## src/rtl/axil_pkg.sv

```systemverilog
// Shared AXI4-Lite helpers: response codes, address-LSB calculation and byte-strobe merge.
package axil_pkg;

    localparam logic [1:0] RESP_OKAY   = 2'b00;
    localparam logic [1:0] RESP_SLVERR = 2'b10;

    function automatic int addrlsb(input int dw);
        return $clog2(dw / 8);
    endfunction

    // Sized for the widest supported bus; narrower callers pad and truncate.
    function automatic logic [63:0] strb_merge(input logic [63:0] old_w,
                                               input logic [63:0] new_w,
                                               input logic [7:0]  strb);
        logic [63:0] m;
        for (int b = 0; b < 8; b++) begin
            m[b*8 +: 8] = strb[b] ? new_w[b*8 +: 8] : old_w[b*8 +: 8];
        end
        return m;
    endfunction

endpackage

```

## src/rtl/axil_regfile_decode.sv

```systemverilog
// Byte address to register index, in-range flag and one-hot register select.
module axil_regfile_decode
    import axil_pkg::*;
#(
    parameter int ADDR_W   = 6,
    parameter int ADDRLSB  = 2,
    parameter int NUM_REGS = 8
) (
    input  logic [ADDR_W-1:0]         addr,
    output logic [ADDR_W-ADDRLSB-1:0] idx,
    output logic                      in_range,
    output logic [NUM_REGS-1:0]       sel
);

    logic unused_lsb;

    assign idx        = addr[ADDR_W-1:ADDRLSB];
    assign in_range   = int'(idx) < NUM_REGS;
    assign unused_lsb = ^addr[ADDRLSB-1:0];

    always_comb begin
        sel = '0;
        for (int i = 0; i < NUM_REGS; i++) begin
            sel[i] = in_range && (int'(idx) == i);
        end
    end

endmodule

```

## src/rtl/axil_regfile.sv

```systemverilog
// Parametrised AXI4-Lite register file with strobe merge, per-register write pulses and parallel outputs.
// Define AXIL_REGFILE_SLVERR_EN to answer out-of-range accesses with SLVERR instead of OKAY.
module axil_regfile
    import axil_pkg::*;
#(
    parameter int C_AXI_ADDR_WIDTH = 6,
    parameter int C_AXI_DATA_WIDTH = 32,
    parameter int NUM_REGS         = 8,
    parameter logic [C_AXI_DATA_WIDTH-1:0] RESET_VALUE = '0
) (
    input  logic                               S_AXI_ACLK,
    input  logic                               S_AXI_ARESETN,
    input  logic                               S_AXI_AWVALID,
    output logic                               S_AXI_AWREADY,
    input  logic [C_AXI_ADDR_WIDTH-1:0]        S_AXI_AWADDR,
    input  logic [2:0]                         S_AXI_AWPROT,
    input  logic                               S_AXI_WVALID,
    output logic                               S_AXI_WREADY,
    input  logic [C_AXI_DATA_WIDTH-1:0]        S_AXI_WDATA,
    input  logic [C_AXI_DATA_WIDTH/8-1:0]      S_AXI_WSTRB,
    output logic                               S_AXI_BVALID,
    input  logic                               S_AXI_BREADY,
    output logic [1:0]                         S_AXI_BRESP,
    input  logic                               S_AXI_ARVALID,
    output logic                               S_AXI_ARREADY,
    input  logic [C_AXI_ADDR_WIDTH-1:0]        S_AXI_ARADDR,
    input  logic [2:0]                         S_AXI_ARPROT,
    output logic                               S_AXI_RVALID,
    input  logic                               S_AXI_RREADY,
    output logic [C_AXI_DATA_WIDTH-1:0]        S_AXI_RDATA,
    output logic [1:0]                         S_AXI_RRESP,
    output logic [NUM_REGS*C_AXI_DATA_WIDTH-1:0] o_regs,
    output logic [NUM_REGS-1:0]                o_wr_stb
);

    localparam int DW      = C_AXI_DATA_WIDTH;
    localparam int ADDRLSB = addrlsb(DW);
    localparam int IDXW    = C_AXI_ADDR_WIDTH - ADDRLSB;

`ifdef AXIL_REGFILE_SLVERR_EN
    localparam logic [1:0] OOR_RESP = RESP_SLVERR;
`else
    localparam logic [1:0] OOR_RESP = RESP_OKAY;
`endif

    logic [NUM_REGS-1:0][DW-1:0] regs_q, regs_d;
    logic [NUM_REGS-1:0]         wr_stb_q, wr_stb_d;
    logic                        bvalid_q, bvalid_d;
    logic [1:0]                  bresp_q, bresp_d;
    logic                        rvalid_q, rvalid_d;
    logic [1:0]                  rresp_q, rresp_d;
    logic [DW-1:0]               rdata_q, rdata_d;

    logic [IDXW-1:0]     aw_idx, ar_idx;
    logic                aw_in_range, ar_in_range;
    logic [NUM_REGS-1:0] aw_sel, ar_sel;
    logic                wr_go, rd_go;
    logic                unused_ok;

    axil_regfile_decode #(
        .ADDR_W(C_AXI_ADDR_WIDTH), .ADDRLSB(ADDRLSB), .NUM_REGS(NUM_REGS)
    ) u_aw_dec (
        .addr(S_AXI_AWADDR), .idx(aw_idx), .in_range(aw_in_range), .sel(aw_sel)
    );

    axil_regfile_decode #(
        .ADDR_W(C_AXI_ADDR_WIDTH), .ADDRLSB(ADDRLSB), .NUM_REGS(NUM_REGS)
    ) u_ar_dec (
        .addr(S_AXI_ARADDR), .idx(ar_idx), .in_range(ar_in_range), .sel(ar_sel)
    );

    // Address and data are only ever taken together, so one ready serves both.
    assign wr_go         = S_AXI_AWVALID && S_AXI_WVALID && (!bvalid_q || S_AXI_BREADY);
    assign rd_go         = S_AXI_ARVALID && (!rvalid_q || S_AXI_RREADY);
    assign S_AXI_AWREADY = wr_go;
    assign S_AXI_WREADY  = wr_go;
    assign S_AXI_ARREADY = !rvalid_q || S_AXI_RREADY;

    assign unused_ok = ^{S_AXI_AWPROT, S_AXI_ARPROT, aw_idx, ar_idx};

    always_comb begin
        regs_d   = regs_q;
        wr_stb_d = '0;
        bvalid_d = bvalid_q;
        bresp_d  = bresp_q;
        if (wr_go) begin
            for (int i = 0; i < NUM_REGS; i++) begin
                if (aw_sel[i]) begin
                    regs_d[i] = DW'(strb_merge(64'(regs_q[i]), 64'(S_AXI_WDATA), 8'(S_AXI_WSTRB)));
                end
            end
            wr_stb_d = aw_sel;
            bvalid_d = 1'b1;
            bresp_d  = aw_in_range ? RESP_OKAY : OOR_RESP;
        end else if (S_AXI_BREADY) begin
            bvalid_d = 1'b0;
        end
    end

    // Reads sample regs_q, so a same-cycle write is not yet visible.
    always_comb begin
        rvalid_d = rvalid_q;
        rresp_d  = rresp_q;
        rdata_d  = rdata_q;
        if (rd_go) begin
            rdata_d = '0;
            for (int i = 0; i < NUM_REGS; i++) begin
                if (ar_sel[i]) rdata_d = regs_q[i];
            end
            rvalid_d = 1'b1;
            rresp_d  = ar_in_range ? RESP_OKAY : OOR_RESP;
        end else if (S_AXI_RREADY) begin
            rvalid_d = 1'b0;
        end
    end

    always_ff @(posedge S_AXI_ACLK or negedge S_AXI_ARESETN) begin
        if (!S_AXI_ARESETN) begin
            regs_q   <= {NUM_REGS{RESET_VALUE}};
            wr_stb_q <= '0;
            bvalid_q <= 1'b0;
            bresp_q  <= RESP_OKAY;
            rvalid_q <= 1'b0;
            rresp_q  <= RESP_OKAY;
            rdata_q  <= '0;
        end else begin
            regs_q   <= regs_d;
            wr_stb_q <= wr_stb_d;
            bvalid_q <= bvalid_d;
            bresp_q  <= bresp_d;
            rvalid_q <= rvalid_d;
            rresp_q  <= rresp_d;
            rdata_q  <= rdata_d;
        end
    end

    assign S_AXI_BVALID = bvalid_q;
    assign S_AXI_BRESP  = bresp_q;
    assign S_AXI_RVALID = rvalid_q;
    assign S_AXI_RRESP  = rresp_q;
    assign S_AXI_RDATA  = rdata_q;
    assign o_regs       = regs_q;
    assign o_wr_stb     = wr_stb_q;

endmodule

```

## config.mk

```make
export PLATFORM = sky130hd
export DESIGN_NAME = axil_regfile
export DESIGN_NICKNAME = d
export VERILOG_FILES = /design/src/rtl/axil_pkg.sv /design/src/rtl/axil_regfile_decode.sv /design/src/rtl/axil_regfile.sv
export SDC_FILE = /design/constraint.sdc
export NUM_CORES = 1
export LEC_CHECK = 0
export CORE_UTILIZATION = 30
export CTS_CLUSTER_SIZE = 30
export DETAILED_ROUTE_END_ITERATION = 16
export HOLD_SLACK_MARGIN = 0.15
export PLACE_DENSITY = 0.54
export SYNTH_ARGS = -nofsm -noshare
export SYNTH_HDL_FRONTEND = slang
export SYNTH_SLANG_ARGS = --single-unit
```

## constraint.sdc

```tcl
create_clock -name S_AXI_ACLK -period 5.4 [get_ports S_AXI_ACLK]
set_input_delay 1.35 -clock S_AXI_ACLK [delete_from_list [all_inputs] [get_ports S_AXI_ACLK]]
set_output_delay 1.35 -clock S_AXI_ACLK [all_outputs]
set_load 0.05 [all_outputs]
```

==> flow_summary.toml <==
[synth]
yosysSeqAreaShare = 0.536
netlist_instances = 1124
syn_area_um2 = 13900
synth_edf_count = 0
synthDistinctLibCells = 48
synth.area.top_cells = "dfrtp_1 (54%), mux2_2 (20%), mux2i_1 (2.5%)"
synth_area_per_cell_um2 = 12.4
synth_top_area_cell = "dfrtp_1"
ys_seq_elements = 298
yosys_warnings = 0
yosysTopAreaCellShare = 0.536
synthArstFlopShare = 1.00
synth_flop_cell = "dfrtp_1"

[pwr]
irDropWorstVdd_mv = 0.238
powerDensity_nw_per_um2 = 387
p_leak_nw = 8.27

[route]
wl_um = 54600
first_pass_iters = 5
routed_via_density = 5.23
routedWlPerCell_um = 26.1
ant_nets = 0
vias = 10916
dr.first_iter.drc_count = 580
drc = 0

[sta]
maxSlewViolCount = 0
worst_slew_pin_slew_ns = 1.17
maxSlewHeadroom = 0.221
fmax_ghz = 0.232
worst_slack_ns = 1.08
grt_setup_unrepaired = "no"
fin_worst_skew_ns = 0.0215
setup_violations = 0
fin_crit_ns = 4.32
finalHoldViolCount = 0
tns_ns = 0
min_period_over_period = 0.800

[global_route]
grt_max_degree = 91
grt_pass1_wl_um = 78900
antenna_found_initial = 3
grt_pass1_vias = 11357
overflow = 0
grt_usage = 0.230

[cts]
cts_resized = 0
cts_tree = "built"
cts_hold_buf = 0
cts_sinks = 298
ctsLongestPathBuffers = 3
cts_inserted_buffers = 37
path_clk_slew_ns = 0.05
h-tree-depth = 2
cts_root_buffer = "clkbuf_16"
clk_latency_ns = 0.55
postCtsSetupBuffers = 0

[floorplan]
std_cell_rows = 78
core-area_um2 = 45600
fp.dieW_um = 217
dieArea_um2 = 47300
start_util = 0.305
die_h_um = 217
io_pins = 366

[placement]
io_buffers = 351
finalWeightedCongestion = 0.787
hpwl_um = 35800
dp_cells = 2025
post-place-ws_ns = 1.06

[layout]
n_antenna_cell = 0
layout_commonest_cell = "clkdlybuf4s50_1"
final_cell_mix = "clkdlybuf4s50_1 (345), dfrtp_1 (298), mux2_2 (251)"
fill_cells = 4356
layout.cells.non_filler = 2089
synthToLayoutAreaGrowth_pct = 38.3
num-nets-final = 1525
drive_above_1_share = 0.250

[run]
maxCapViolCount = 0

[status]
outcome = "complete, no violations"

[worst_setup_path]
crit_required_ns = 4.05
crit_path_max_fanout = 4
cp.arrival_ns = 2.97
worst_setup_path_end_kind = "output pin"
worstSetupPathType = "input port to output pin"
startpoint_type = "input port"

[worst_hold_path]
min_path_type = "flop to flop"
## critical path, stage by stage
cell and delay, ns:
clkdlybuf4s50_1 0.42, nor2b_1 0.36, inv_2 0.12, clkdlybuf4s50_1 0.72
## synthesized netlist by cell type (all sizes together), types with 14 or more instances
cell	number
buf	25
o21ai	52
nor3	27
inv	27
nand3b	25
nand3	17
nand4b	22
clkbuf	49
a21oi	26
dfrtp	298
o211ai	42
nor2b	14
a211oi	25
mux2	259
nor2	72
nand2	17
mux2i	35
o22ai	27
## per-stage QoR
stage	util	hold slack, ns	total power, mW	instance area (µm²)
5_1_grt	0.422	0.514	7.75	19300
4_1_cts	0.422	0.509	7.54	19300
6_report	0.422	0.505	7.45	19300
3_5_place_dp	0.397	0.496	5.06	18100
2_1_floorplan	-	0.761	4.14	13900
3_3_place_gp	0.397	0.491	5.05	18100
## cell type report
type | instances | area [µm²] | share of cell area
clock buffer | 57 | 1110 | 0.0578
clock inverter | 7 | 66.3 | 0.00344
inverter | 27 | 101 | 0.00526
multi-input combinational | 728 | 6080 | 0.316
sequential | 298 | 7460 | 0.387
tap | 600 | 751 | 0.0390
timing repair buffer | 372 | 3680 | 0.191
## final timing paths
| check | startpoint | end | slack, ns | cells after the start |
|---|---|---|---|---|
| max | S_AXI_RREADY | S_AXI_ARREADY | 1.08 | 4 |
| min | S_AXI_RDATA[1]$_DFFE_PN0P_ | S_AXI_RDATA[1]$_DFFE_PN0P_ | 0.51 | 1 |
| max reg2reg | S_AXI_BVALID$_DFFE_PN0P_ | o_regs[36]$_DFFE_PN0P_ | 2.77 | 4 |
| min reg2reg | S_AXI_RDATA[1]$_DFFE_PN0P_ | S_AXI_RDATA[1]$_DFFE_PN0P_ | 0.51 | 1 |
| max in group asynchronous | S_AXI_ARESETN | o_regs[173]$_DFFE_PN0P_ | 3.60 | 2 |
| min in group asynchronous | S_AXI_ARESETN | o_regs[176]$_DFFE_PN0P_ | 0.80 | 1 |
## per-layer routing
metal	routed length, µm	GRT usage	up-vias
li1	-	-	4830
met1	23500	0.299	5609
met2	25900	0.368	381
met3	3520	0.0575	92
met4	1640	0.0878	4
met5	23	0	-
## cells by family after synthesis
| family | count (synthesis) | synth area share |
|---|---|---|
| buf+inv | 101 | 0.0312 |
| other cells | 1 | 0.000269 |
| flops | 298 | 0.536 |
| mux | 297 | 0.242 |
| compound gates | 202 | 0.0945 |
| simple gates | 225 | 0.0968 |
## state kept, by name, summed over array words and instances, names as in the netlist
| signal | count |
|---|---|
| S_AXI_RVALID | 1 |
| o_regs | 256 |
| S_AXI_RDATA | 32 |
| o_wr_stb | 8 |
| S_AXI_BVALID | 1 |
## where the power goes
part           switching, mW  total, mW  leakage, nW  internal (mW)
clock network          0.973       2.44        0.578           1.46
registers              0.235       2.74         3.96           2.51
logic                   1.49       2.27         3.73          0.776
total                   2.70       7.45         8.27           4.75
Note: power is estimated with default switching activity, not from simulation.
